File: src/rtl/ppi_sync_ports_if.sv
// CPU-side register bus of the ppi_sync_ports peripheral.
// The master drives the strobes, address and write data. The slave returns read data and the bus drive enable.
interface ppi_sync_ports_if #(
    parameter int PORT_W = 8,
    parameter int ADDR_W = 3
);
    logic              cs_n;
    logic              rd_n;
    logic              wr_n;
    logic [ADDR_W-1:0] addr;
    logic [PORT_W-1:0] din;
    logic [PORT_W-1:0] dout;
    logic              dout_oe;

    modport master (output cs_n, rd_n, wr_n, addr, din, input dout, dout_oe);
    modport slave  (input cs_n, rd_n, wr_n, addr, din, output dout, dout_oe);
endinterface

File: src/rtl/ppi_sync_ports.sv
// Synchronous multi-port PPI: general-purpose ports with direction registers, a strobed input on port 0 and a strobed output on port 1.
// Optional macro PPI_BSR_EN makes a write to STATUS perform a bit set/reset on the last port.
module ppi_sync_ports #(
    parameter int PORT_W    = 8,
    parameter int NUM_PORTS = 3,
    parameter int ADDR_W    = 3
) (
    input  logic                          clk,
    input  logic                          reset,
    ppi_sync_ports_if.slave               bus,
    input  logic [NUM_PORTS*PORT_W-1:0]   port_in,
    output logic [NUM_PORTS*PORT_W-1:0]   port_out,
    output logic [NUM_PORTS*PORT_W-1:0]   port_oe,
    input  logic                          stb_n,
    output logic                          ibf,
    input  logic                          ack_n,
    output logic                          obf_n,
    output logic                          intr
);

    localparam logic [ADDR_W-1:0] CTRL_ADDR = ADDR_W'(2*NUM_PORTS);
    localparam logic [ADDR_W-1:0] STAT_ADDR = ADDR_W'(2*NUM_PORTS+1);

    typedef logic [NUM_PORTS-1:0][PORT_W-1:0] port_vec_t;

    logic              rd_act_q, rd_act_d, wr_act_q, wr_act_d;
    logic              rd_prev_q, rd_prev_d, wr_prev_q, wr_prev_d;
    logic [ADDR_W-1:0] addr_q, addr_d;
    logic [PORT_W-1:0] din_q, din_d;
    port_vec_t         port_in_q, port_in_d;
    port_vec_t         data_q, data_d;
    port_vec_t         dir_q, dir_d;
    logic [3:0]        ctrl_q, ctrl_d;
    logic [PORT_W-1:0] latch_a_q, latch_a_d;
    logic              ibf_q, ibf_d, obf_n_q, obf_n_d, intr_q, intr_d;
    logic [PORT_W-1:0] dout_q, dout_d;
    logic              stb_s1_q, stb_s1_d, stb_s2_q, stb_s2_d, stb_prev_q, stb_prev_d;
    logic              ack_s1_q, ack_s1_d, ack_s2_q, ack_s2_d, ack_prev_q, ack_prev_d;

    logic              rd_fire, wr_fire, stb_fall, ack_fall;
    logic              mode_a, mode_b, intr_a, intr_b;
    logic [PORT_W-1:0] rd_data;

    // Bus strobes are single-shot: only the first registered active cycle acts
    assign rd_fire  = rd_act_q & ~rd_prev_q;
    assign wr_fire  = wr_act_q & ~wr_prev_q;
    assign stb_fall = stb_prev_q & ~stb_s2_q;
    assign ack_fall = ack_prev_q & ~ack_s2_q;
    assign mode_a   = ctrl_q[0];
    assign mode_b   = ctrl_q[1];
    assign intr_a   = mode_a & ctrl_q[2] & ibf_q;
    assign intr_b   = mode_b & ctrl_q[3] & obf_n_q;

    always_comb begin
        rd_act_d   = ~bus.cs_n & ~bus.rd_n;
        wr_act_d   = ~bus.cs_n & ~bus.wr_n;
        rd_prev_d  = rd_act_q;
        wr_prev_d  = wr_act_q;
        addr_d     = bus.addr;
        din_d      = bus.din;
        port_in_d  = port_in;
        stb_s1_d   = stb_n;
        stb_s2_d   = stb_s1_q;
        stb_prev_d = stb_s2_q;
        ack_s1_d   = ack_n;
        ack_s2_d   = ack_s1_q;
        ack_prev_d = ack_s2_q;
        data_d     = data_q;
        dir_d      = dir_q;
        ctrl_d     = ctrl_q;
        latch_a_d  = latch_a_q;
        ibf_d      = ibf_q;
        obf_n_d    = obf_n_q;
        dout_d     = dout_q;
        rd_data    = '0;

        for (int i = 0; i < NUM_PORTS; i++) begin
            if (addr_q == ADDR_W'(i))
                rd_data = (data_q[i] & dir_q[i]) | (port_in_q[i] & ~dir_q[i]);
            if (addr_q == ADDR_W'(NUM_PORTS + i))
                rd_data = dir_q[i];
        end
        if (addr_q == '0 && mode_a)
            rd_data = latch_a_q;
        if (addr_q == CTRL_ADDR)
            rd_data = PORT_W'(ctrl_q);
        if (addr_q == STAT_ADDR)
            rd_data = PORT_W'({intr_b, intr_a, ~obf_n_q, ibf_q});
        if (rd_fire)
            dout_d = rd_data;

        if (wr_fire) begin
            for (int i = 0; i < NUM_PORTS; i++) begin
                if (addr_q == ADDR_W'(i))
                    data_d[i] = din_q;
                if (addr_q == ADDR_W'(NUM_PORTS + i))
                    dir_d[i] = din_q;
            end
            if (addr_q == CTRL_ADDR)
                ctrl_d = din_q[3:0];
`ifdef PPI_BSR_EN
            // Out-of-range bit indices simply match no bit of the port
            if (addr_q == STAT_ADDR) begin
                for (int b = 0; b < PORT_W; b++) begin
                    if (din_q[$clog2(PORT_W):1] == ($clog2(PORT_W))'(b))
                        data_d[NUM_PORTS-1][b] = din_q[0];
                end
            end
`endif
        end

        // A strobe edge beats a coincident clearing read
        if (!mode_a) begin
            ibf_d = 1'b0;
        end else if (stb_fall) begin
            ibf_d     = 1'b1;
            latch_a_d = port_in_q[0];
        end else if (rd_fire && addr_q == '0) begin
            ibf_d = 1'b0;
        end

        // A write beats a coincident acknowledge
        if (!mode_b)
            obf_n_d = 1'b1;
        else if (wr_fire && addr_q == ADDR_W'(1))
            obf_n_d = 1'b0;
        else if (ack_fall)
            obf_n_d = 1'b1;

        intr_d = (ctrl_d[0] & ctrl_d[2] & ibf_d) | (ctrl_d[1] & ctrl_d[3] & obf_n_d);
    end

    always_ff @(posedge clk) begin
        if (reset) begin
            rd_act_q   <= 1'b0;
            wr_act_q   <= 1'b0;
            rd_prev_q  <= 1'b0;
            wr_prev_q  <= 1'b0;
            addr_q     <= '0;
            din_q      <= '0;
            port_in_q  <= '0;
            data_q     <= '0;
            dir_q      <= '0;
            ctrl_q     <= '0;
            latch_a_q  <= '0;
            ibf_q      <= 1'b0;
            obf_n_q    <= 1'b1;
            intr_q     <= 1'b0;
            dout_q     <= '0;
            stb_s1_q   <= 1'b1;
            stb_s2_q   <= 1'b1;
            stb_prev_q <= 1'b1;
            ack_s1_q   <= 1'b1;
            ack_s2_q   <= 1'b1;
            ack_prev_q <= 1'b1;
        end else begin
            rd_act_q   <= rd_act_d;
            wr_act_q   <= wr_act_d;
            rd_prev_q  <= rd_prev_d;
            wr_prev_q  <= wr_prev_d;
            addr_q     <= addr_d;
            din_q      <= din_d;
            port_in_q  <= port_in_d;
            data_q     <= data_d;
            dir_q      <= dir_d;
            ctrl_q     <= ctrl_d;
            latch_a_q  <= latch_a_d;
            ibf_q      <= ibf_d;
            obf_n_q    <= obf_n_d;
            intr_q     <= intr_d;
            dout_q     <= dout_d;
            stb_s1_q   <= stb_s1_d;
            stb_s2_q   <= stb_s2_d;
            stb_prev_q <= stb_prev_d;
            ack_s1_q   <= ack_s1_d;
            ack_s2_q   <= ack_s2_d;
            ack_prev_q <= ack_prev_d;
        end
    end

    assign port_out    = data_q;
    assign port_oe     = dir_q;
    assign ibf         = ibf_q;
    assign obf_n       = obf_n_q;
    assign intr        = intr_q;
    assign bus.dout    = dout_q;
    assign bus.dout_oe = rd_act_q;

endmodule

File: src/flat_wrapper.sv
// flat-port wrapper written by rule: the top's interface ports become plain ports
module ppi_sync_ports_flat 
#(
    parameter int PORT_W    = 8,
    parameter int NUM_PORTS = 3,
    parameter int ADDR_W    = 3
)
  (clk, reset, port_in, port_out, port_oe, stb_n, ibf, ack_n, obf_n, intr, bus_cs_n, bus_rd_n, bus_wr_n, bus_addr, bus_din, bus_dout, bus_dout_oe);
  ppi_sync_ports_if #(.PORT_W(PORT_W), .ADDR_W(ADDR_W)) bus_i ();
  input  logic clk;
  input  logic reset;
  input  logic [NUM_PORTS*PORT_W-1:0] port_in;
  output logic [NUM_PORTS*PORT_W-1:0] port_out;
  output logic [NUM_PORTS*PORT_W-1:0] port_oe;
  input  logic stb_n;
  output logic ibf;
  input  logic ack_n;
  output logic obf_n;
  output logic intr;
  input wire logic [$bits(bus_i.cs_n)-1:0] bus_cs_n;
  input wire logic [$bits(bus_i.rd_n)-1:0] bus_rd_n;
  input wire logic [$bits(bus_i.wr_n)-1:0] bus_wr_n;
  input wire logic [$bits(bus_i.addr)-1:0] bus_addr;
  input wire logic [$bits(bus_i.din)-1:0] bus_din;
  output wire logic [$bits(bus_i.dout)-1:0] bus_dout;
  output wire logic [$bits(bus_i.dout_oe)-1:0] bus_dout_oe;
  assign bus_i.cs_n = bus_cs_n;
  assign bus_i.rd_n = bus_rd_n;
  assign bus_i.wr_n = bus_wr_n;
  assign bus_i.addr = bus_addr;
  assign bus_i.din = bus_din;
  assign bus_dout = bus_i.dout;
  assign bus_dout_oe = bus_i.dout_oe;
  ppi_sync_ports #(.PORT_W(PORT_W), .NUM_PORTS(NUM_PORTS), .ADDR_W(ADDR_W)) u_core (.clk(clk), .reset(reset), .bus(bus_i), .port_in(port_in), .port_out(port_out), .port_oe(port_oe), .stb_n(stb_n), .ibf(ibf), .ack_n(ack_n), .obf_n(obf_n), .intr(intr));
endmodule
File: config.mk
export PLATFORM = sky130hd
export DESIGN_NAME = ppi_sync_ports_flat
export DESIGN_NICKNAME = d
export VERILOG_FILES = /design/src/rtl/ppi_sync_ports_if.sv /design/src/rtl/ppi_sync_ports.sv /design/src/flat_wrapper.sv
export SDC_FILE = /design/constraint.sdc
export NUM_CORES = 1
export LEC_CHECK = 0
export ABC_CLOCK_PERIOD_IN_PS = 1600
export CAP_MARGIN = 20
export CORE_ASPECT_RATIO = 1.75
export CORE_MARGIN = 8
export CORE_UTILIZATION = 50
export CTS_BUF_LIST = sky130_fd_sc_hd__clkbuf_8
export CTS_CLUSTER_SIZE = 16
export DETAILED_ROUTE_END_ITERATION = 10
export DONT_BUFFER_PORTS = 1
export GPL_TIMING_DRIVEN = 0
export PLACE_DENSITY = 0.71
export SETUP_SLACK_MARGIN = 0.05
export SLEW_MARGIN = 20
export SYNTH_ARGS = -nofsm -noshare
export SYNTH_HDL_FRONTEND = slang
export SYNTH_SLANG_ARGS = --single-unit
File: constraint.sdc
create_clock -name clk -period 1.6 [get_ports clk]
set_input_delay 0.32 -clock clk [delete_from_list [all_inputs] [get_ports clk]]
set_output_delay 0.32 -clock clk [all_outputs]
set_load 0.005 [all_outputs]
==> flow_metrics.env, run 1 <==
export IMPL_synthCells=499
export IMPL_min_from="port_in[7]"
export IMPL_dominantRegCellSynth="dfxtp_1"
export IMPL_violations="negative setup slack"
export IMPL_cts_sinks=116
export IMPL_vdd_drop_max_uv=752
export IMPL_worst_pin_slew_ns=0.762
export IMPL_worstHoldEndpoint="u_core.port_in_q[7]"
export IMPL_fin_util_pct=67.3
export IMPL_p_leak_nw=2.44
export IMPL_use_met2_pct=46.2
export IMPL_wire_per_inst_um=23.4
export IMPL_dieArea_mm2=0.0130
export IMPL_grt_pass1_vias=4367
export IMPL_final_area_mm2=0.00630
export IMPL_synth_xor_area_share_pct=0
export IMPL_end_kind="flop"
export IMPL_grt_busiest_layer="met2"
export IMPL_yosysUniqueCellTypes=54
export IMPL_area_growth_pct=32.2
export IMPL_tns_ns=-0.150
export IMPL_grt_max_degree=17
export IMPL_synth_nets=541
export IMPL_synth_avg_cell_area_um2=9.55
export IMPL_timing_final_hold_violations=0
export IMPL_maxCapViolCount=0
export IMPL_synth_edff_count=0
export IMPL_final_cell_mix="dfxtp_1 (111), mux2i_1 (59), nor2_1 (55), nor2b_1 (42), dlygate4sd3_1 (29)"
export IMPL_io_pin_count=102
export IMPL_period_needed_ns=1.70
export IMPL_vias=4179
export IMPL_status="finished, violations left"
export IMPL_layout_commonest_cell="dfxtp_1"
export IMPL_reg2reg_from="u_core.addr_q[2]"
export IMPL_finalWeightedCongestion=0.916
export IMPL_postRouteAntennaNets=0
export IMPL_fillers=692
export IMPL_core_area_mm2=0.00935
export IMPL_ys_ff_latch=116
export IMPL_placed_cell_area_mm2=0.00492
export IMPL_fp_dieH_um=145
export IMPL_grt_use_met1_pct=22.8
export IMPL_cts_max_level=4
export IMPL_cp_arrival_ns=2.03
export IMPL_hold_path_depth=1
export IMPL_clk_latency_ns=0.44
export IMPL_via_per_inst=5.84
export IMPL_nNetsFinal=622
export IMPL_grt_pass1_wl_um=24800
export IMPL_io_buffers=0
export IMPL_ys_seq_area_share_pct=48.8
export IMPL_hp_class="in2reg"
export IMPL_hpwl_um=11700
export IMPL_cts_buffers=17
export IMPL_grtUsageMet3_pct=7.18
export IMPL_synthSimpleGateAreaFrac_pct=21.2
export IMPL_required_ns=1.93
export IMPL_antenna_found_initial=0
export IMPL_crit_fanout=6
export IMPL_synth_adder_area_share_pct=0
export IMPL_first_pass_iters=5
export IMPL_async_reset_ff_share_pct=0
export IMPL_grt_overflow=0
export IMPL_clock_path_buffers=2
export IMPL_worstSetupStartpoint="u_core.addr_q[2]"
export IMPL_post_route_period_util_pct=106
export IMPL_die_x_um=89.8
export IMPL_finClkSkew_ns=0.0101
export IMPL_power_density_mw_per_mm2=1020
export IMPL_instances_no_fill=715
export IMPL_final_max_slew_viol_count=0
export IMPL_timing_setup_critical_path_class="reg2reg"
export IMPL_syn_area_mm2=0.00476
export IMPL_reg2reg_slack_ns=-0.1
export IMPL_drc=0
export IMPL_synth_mux_area_share_pct=14.4
export IMPL_fmax_mhz=589
export IMPL_clkTransAtPathRegs_ns=0.08
export IMPL_setup_viol=3
export IMPL_cts_tree="done"
export IMPL_layout_drive_gt1_share_pct=27.3
export IMPL_rsz0062_at_grt="yes"
export IMPL_startpoint_type="flop"
export IMPL_initial_core_util_pct=50.9
export IMPL_max_slew_margin_pct=49.2
export IMPL_synth_top_family_by_area="simple AND/OR/NAND/NOR gates"
export IMPL_r2r_cells=7
export IMPL_drt_total_wl_um=16700
export IMPL_synth_compound_area_share_pct=11.8
export IMPL_finalWorstSetupSlack_ns=-0.0967
export IMPL_grt_total_usage_pct=25.1
export IMPL_dr_first_iter_drc_count=202
export IMPL_timing_rr_end="u_core.intr"
export IMPL_rows=47
export IMPL_dp_cells=621
export IMPL_hold_ws_ns=0.000521
export IMPL_ctsRootBufferMaster="clkbuf_8"
export IMPL_n_antenna_cell=0
export IMPL_ys_warnings_count=0
==> flip-flops by register name (all words and copies together), names as in the netlist, 3 cells and up <==
register and cells:
u_core.din_q 8, u_core.bus.dout 8, u_core.port_in_q 24, u_core.port_out 24
u_core.latch_a_q 8, u_core.port_oe 24, u_core.ctrl_q 4, u_core.addr_q 3
==> logic make-up (layout without fill, tap and decap cells) <==
group,Yosys count,in the layout
AOI/OAI and AO/OA,86,86
and+or+nand+nor,192,192
DFF,116,116
muxes,68,68
buffers and inverters,37,131
==> cell type report <==
cell class                 count  area, um2  share of cell area, %
clock buffer                  17        234                   3.72
inverter                       6       26.3                  0.417
tap                          122        153                   2.42
buffer                        30        229                   3.64
sequential                   116       2330                   37.0
multi-input combinational    346       2520                   40.0
clock inverter                15        183                   2.90
timing repair buffer          63        623                   9.89
==> power breakdown <==
group	total [mW]	internal, mW	switching [mW]
clock	2.84	1.55	1.29
sequential	3.03	2.95	0.0716
combinational	0.557	0.264	0.293
total	6.42	4.77	1.66
==> per-stage QoR <==
stage | total power [mW] | setup WS [ns]
2_1_floorplan | 3.31 | 0.0717
3_3_place_gp | 3.44 | -0.256
3_5_place_dp | 3.45 | -0.305
4_1_cts | 6.39 | -0.0624
5_1_grt | 6.63 | -0.133
6_report | 6.42 | -0.0967
==> timing repair <==
item	in CTS	in global routing
endpoints found under the setup margin	59	54
pin swaps	13	28
buffers inserted	15	18
gates resized for setup	51	74
hold buffers	29	0
endpoints found under the hold margin	27	0
gates cloned	1	2
==> metal layers <==
metal	routed length (um)	share of wire [%]
met5	0	0
met4	1070	6.4
met3	1040	6.2
met2	9020	54
met1	5590	33
==> cell usage after synthesis (all sizes together) (3+ instances only) <==
master	n	area share, %
a21oi	37	3.9
inv	6	0.47
nor3	6	1.1
mux2	3	0.71
dfxtp	116	49
nand3b	5	1.1
nand3	13	1.4
o21ai	19	2.2
nand2b	5	0.66
a221oi	6	1.2
clkbuf	13	1.0
or2	7	0.92
and2	4	0.53
nor2	60	4.8
mux2i	65	14
nand2	38	3.0
buf	18	2.3
nor3b	3	0.71
o221ai	4	0.74
nor2b	44	5.8
==> worst max path at each step <==
stage                               endpoint  slack (ns)
final                            u_core.intr        -0.1
after global routing      u_core.bus.dout[1]       -0.13
after CTS                 u_core.bus.dout[1]       -0.06
after detailed placement  u_core.port_oe[11]       -0.30
after global placement     u_core.port_oe[8]       -0.26
after floorplan                  u_core.intr        0.07
==> critical path, cell delays in order (launching register included) <==
cell and delay [ns]:
dfxtp_2 0.36, buf_8 0.14, nand3b_4 0.12, nor3_4 0.30, buf_6 0.15, mux2i_1 0.20, nor2_1 0.09, a32o_1 0.23
Power figures use the tool's default switching activity.
==> run 2, diff against run 1 <==
- CORE_ASPECT_RATIO: 1.75 -> 0.75
==> flow_metrics.env, run 2 (synthesis gave the netlist of run 1 again) <==
export IMPL_p_leak_nw=2.30
export IMPL_final_area_mm2=0.00593
export IMPL_nNetsFinal=607
export IMPL_io_pin_count=102
export IMPL_startpoint_type="flop"
export IMPL_hold_ws_ns=0.0146
export IMPL_grt_overflow=0
export IMPL_ctsRootBufferMaster="clkbuf_8"
export IMPL_hp_class="in2reg"
export IMPL_drc=0
export IMPL_finalWorstSetupSlack_ns=-0.0416
export IMPL_worst_pin_slew_ns=0.705
export IMPL_vdd_drop_max_uv=713
export IMPL_cts_sinks=116
export IMPL_post_route_period_util_pct=103
export IMPL_cts_tree="done"
export IMPL_cts_buffers=17
export IMPL_timing_setup_critical_path_class="reg2reg"
export IMPL_cp_cell_sequence="buf_8, nand3b_4, nor3_4, buf_4, mux2i_2, nor2_1, a32o_1"
export IMPL_hpwl_um=10800
export IMPL_violations="negative setup slack"
export IMPL_dieArea_mm2=0.0129
export IMPL_dp_cells=631
export IMPL_status="finished, violations left"
export IMPL_required_ns=1.92
export IMPL_fillers=838
export IMPL_final_max_slew_viol_count=0
export IMPL_totalPowerFinal_mw=5.86
export IMPL_io_buffers=0
export IMPL_postRouteAntennaNets=0
export IMPL_crit_slowest_cell="dfxtp_2"
export IMPL_clk_latency_ns=0.44
export IMPL_via_per_inst=5.64
export IMPL_grt_max_degree=17
export IMPL_placed_cell_area_mm2=0.00493
export IMPL_drt_total_wl_um=15100
export IMPL_die_x_um=129
export IMPL_timing_final_hold_violations=0
export IMPL_grt_total_usage_pct=23.8
export IMPL_seq_area_mm2=0.00233
export IMPL_rsz0062_at_grt="yes"
export IMPL_rows=31
export IMPL_grt_pass1_wl_um=22800
export IMPL_antenna_found_initial=0
export IMPL_end_kind="flop"
export IMPL_dr_first_iter_drc_count=338
export IMPL_vias=4002
export IMPL_fp_dieH_um=101
export IMPL_clock_path_buffers=2
export IMPL_cp_arrival_ns=1.97
export IMPL_wire_per_inst_um=21.2
export IMPL_period_needed_ns=1.64
export IMPL_clkTransAtPathRegs_ns=0.07
export IMPL_max_stage_delay_ns=0.36
export IMPL_area_growth_pct=24.4
export IMPL_maxCapViolCount=0
export IMPL_cts_max_level=4
export IMPL_fmax_mhz=609
export IMPL_initial_core_util_pct=50.3
export IMPL_core_area_mm2=0.00946
export IMPL_layout_drive_gt1_share_pct=20.3
export IMPL_first_pass_iters=5
export IMPL_crit_fanout=8
export IMPL_finClkSkew_ns=0.00995
export IMPL_finalWeightedCongestion=0.934
export IMPL_instances_no_fill=710
export IMPL_multiInputGateArea_mm2=0.00237
export IMPL_power_density_mw_per_mm2=989
export IMPL_max_slew_margin_pct=53.0
export IMPL_grt_pass1_vias=3922
export IMPL_layout_commonest_cell="dfxtp_1"
export IMPL_final_cell_mix="dfxtp_1 (112), mux2i_1 (62), nor2_1 (57), nor2b_1 (43)"
export IMPL_setup_viol=1
[run 2: changes by cell type in the layout (fill, tap and decap cells not counted), moves of 4 or more]
cell | previous run | this run
buf_6 | 22 | 9
a21oi_1 | 27 | 34
a21oi_2 | 10 | 3
nand2_1 | 28 | 34
clkinv_4 | 4 | 0
[run 2: path summary, 6_finish.rpt]
check | start | to | slack, ns | cells after the start
worst max-delay path | u_core.addr_q[2] | u_core.intr | -0.04 | 7
worst min-delay path | bus_din[1] | u_core.din_q[1] | 0.01 | 1
worst max register to register | u_core.addr_q[2] | u_core.intr | -0.04 | 7
worst min register to register | u_core.ack_s1_q | u_core.ack_prev_d | 0.41 | 1
[run 2: final cells by class]
cell class | count | share of cell area [%]
diodes | 1 | 0.0422
plain buffers | 30 | 3.91
repair buffers | 48 | 7.75
multi-input cells | 346 | 39.9
well taps | 132 | 2.79
clock buffers | 18 | 4.18
clock inverters | 13 | 1.63
flip-flops and latches | 116 | 39.3
inverters | 6 | 0.486
[run 2: report_power, final]
group	switching (mW)	internal [mW]
registers	0.0677	2.96
logic	0.251	0.215
clock network	1.15	1.22
[run 2: timing repair]
action,in CTS,in global routing
gates resized for setup,35,37
pin swaps,8,8
setup endpoints to repair,59,53
gates cloned,0,1
endpoints found under the hold margin,22,4
setup buffers,12,8
hold buffers,23,4
[run 2: per-layer routing]
metal / track usage, % / vias to the layer above / part of all wire (%)
li1: - / 1854 / -
met4: 8.55 / 0 / 1.4
met5: 0 / - / 0
met1: 32.1 / 1931 / 44
met2: 33.6 / 197 / 43
met3: 9.04 / 20 / 12
[run 2: stage by stage]
| step | util (%) | setup WS [ns] | TNS, ns |
|---|---|---|---|
| 2_1_floorplan | - | 0.0717 | 0 |
| 3_3_place_gp | 52.1 | -0.256 | -5.11 |
| 3_5_place_dp | 52.1 | -0.256 | -8.11 |
| 4_1_cts | 60.3 | -0.0789 | -0.119 |
| 5_1_grt | 62.6 | -0.111 | -0.284 |
| 6_report | 62.6 | -0.0416 | -0.0416 |
[run 2: worst max-delay path: cells and delay by family (launching register included)]
kind / cells / cell delay, ns
AOI/OAI and AO/OA: 1 / 0.22
buffers and inverters: 2 / 0.31
DFF: 1 / 0.36
muxes: 1 / 0.22
and+or+nand+nor: 3 / 0.41
==> run 3, diff against run 2 <==
- CAP_MARGIN: 20 -> 10
- CTS_BUF_LIST: sky130_fd_sc_hd__clkbuf_8 -> default
==> flow_metrics.env, run 3 (synthesis gave the netlist of run 1 again) <==
export IMPL_dr_first_iter_drc_count=345
export IMPL_layout_commonest_cell="dfxtp_1"
export IMPL_finalWorstSetupSlack_ns=-0.0663
export IMPL_rows=31
export IMPL_crit_fanout=8
export IMPL_initial_core_util_pct=50.3
export IMPL_placed_cell_area_mm2=0.00493
export IMPL_worst_pin_slew_ns=0.700
export IMPL_clock_path_buffers=2
export IMPL_post_route_period_util_pct=104
export IMPL_cts_max_level=4
export IMPL_grt_pass1_wl_um=22900
export IMPL_layout_drive_gt1_share_pct=22.3
export IMPL_via_per_inst=5.78
export IMPL_fmax_mhz=600
export IMPL_hpwl_um=10800
export IMPL_startpoint_type="flop"
export IMPL_first_pass_iters=8
export IMPL_end_kind="flop"
export IMPL_io_pin_count=102
export IMPL_core_area_mm2=0.00946
export IMPL_max_slew_margin_pct=53.4
export IMPL_cp_cell_sequence="buf_8, nand3b_4, nor3_4, buf_6, mux2i_2, nor2_1, a32o_1"
export IMPL_hp_class="in2reg"
export IMPL_status="finished, violations left"
export IMPL_n_antenna_cell=0
export IMPL_max_stage_delay_ns=0.35
export IMPL_antenna_found_initial=0
export IMPL_crit_family="simple AND/OR/NAND/NOR gates"
export IMPL_io_buffers=0
export IMPL_timing_setup_critical_path_class="reg2reg"
export IMPL_violations="negative setup slack"
export IMPL_required_ns=1.89
export IMPL_totalPowerFinal_mw=6.90
export IMPL_grt_overflow=0
export IMPL_finClkSkew_ns=0.00905
export IMPL_die_x_um=129
export IMPL_rsz0062_at_grt="yes"
export IMPL_grt_max_degree=17
export IMPL_finalWeightedCongestion=0.934
export IMPL_setup_viol=2
export IMPL_cts_tree="done"
export IMPL_vdd_drop_max_uv=873
export IMPL_cp_arrival_ns=1.96
export IMPL_cts_sinks=116
export IMPL_fin_util_pct=62.8
export IMPL_clk_latency_ns=0.41
export IMPL_final_cell_mix="dfxtp_1 (111), mux2i_1 (62), nor2_1 (57), nor2b_1 (43), nand2_1 (33)"
export IMPL_grt_total_usage_pct=23.8
export IMPL_cts_buffers=17
export IMPL_drt_total_wl_um=15300
export IMPL_maxCapViolCount=0
export IMPL_nNetsFinal=587
export IMPL_dp_cells=631
export IMPL_wire_per_inst_um=22.2
export IMPL_fillers=824
export IMPL_p_leak_nw=2.29
export IMPL_period_needed_ns=1.67
export IMPL_fp_dieH_um=101
export IMPL_power_density_mw_per_mm2=1160
export IMPL_final_max_slew_viol_count=0
export IMPL_postRouteAntennaNets=0
export IMPL_timing_final_hold_violations=0
export IMPL_grt_pass1_vias=3908
export IMPL_dieArea_mm2=0.0129
export IMPL_area_growth_pct=24.7
export IMPL_final_area_mm2=0.00594
export IMPL_crit_slowest_cell="dfxtp_2"
export IMPL_drc=0
export IMPL_clkTransAtPathRegs_ns=0.05
export IMPL_ctsRootBufferMaster="clkbuf_16"
export IMPL_worst_path_buf_inv=2
export IMPL_instances_no_fill=689
export IMPL_vias=3985
run 3: worst reg2reg max path, stage by stage (launching register included):
cell and delay (ns):
dfxtp_2 0.35, buf_8 0.15, nand3b_4 0.12, nor3_4 0.24, buf_6 0.15, mux2i_2 0.23
nor2_1 0.08, a32o_1 0.23
run 3: final cells by class:
cell class,instances,area (um2),share of cell area [%]
plain buffers,30,221,3.73
clock buffers,21,450,7.58
clock inverters,10,85.1,1.43
inverters,6,28.8,0.484
multi-input cells,346,2400,40.3
flip-flops and latches,116,2330,39.2
well taps,132,165,2.78
repair buffers,28,263,4.42
run 3: metal layers:
metal	part of all wire, %	vias to the layer above	track usage [%]
met4	1.7	0	7.29
met5	0	-	0
met1	44	1914	31.9
met2	42	231	34.1
met3	13	22	9.62
li1	-	1818	-
run 3: through the flow:
step	worst slack (ns)	hold slack [ns]	TNS (ns)
global placement	-0.256	0.392	-5.11
CTS	-0.109	0.00216	-0.213
floorplan	0.0717	0.389	0
global route	-0.145	0.00272	-0.711
finish	-0.0663	0.0119	-0.118
detailed placement	-0.256	0.397	-8.11
run 3: path summary, 6_finish.rpt:
kind	from	end	slack, ns	depth (start not counted)
max	u_core.addr_q[2]	u_core.intr	-0.07	7
min	stb_n	u_core.stb_s1_q	0.01	1
max reg2reg	u_core.addr_q[2]	u_core.intr	-0.07	7
min reg2reg	u_core.ack_s1_q	u_core.ack_prev_d	0.41	1
run 3: power breakdown:
part           internal [mW]  switching [mW]
clock                   2.14            1.28
sequential              2.96          0.0718
combinational          0.190           0.253
total                   5.29            1.60
run 3: what timing repair did:
action	4_1_cts	5_1_grt
hold buffers	4	1
setup endpoints to repair	59	50
hold endpoints to repair	2	1
resized for setup	28	52
gates cloned	1	2
buffers inserted	11	9
pin swaps	7	8
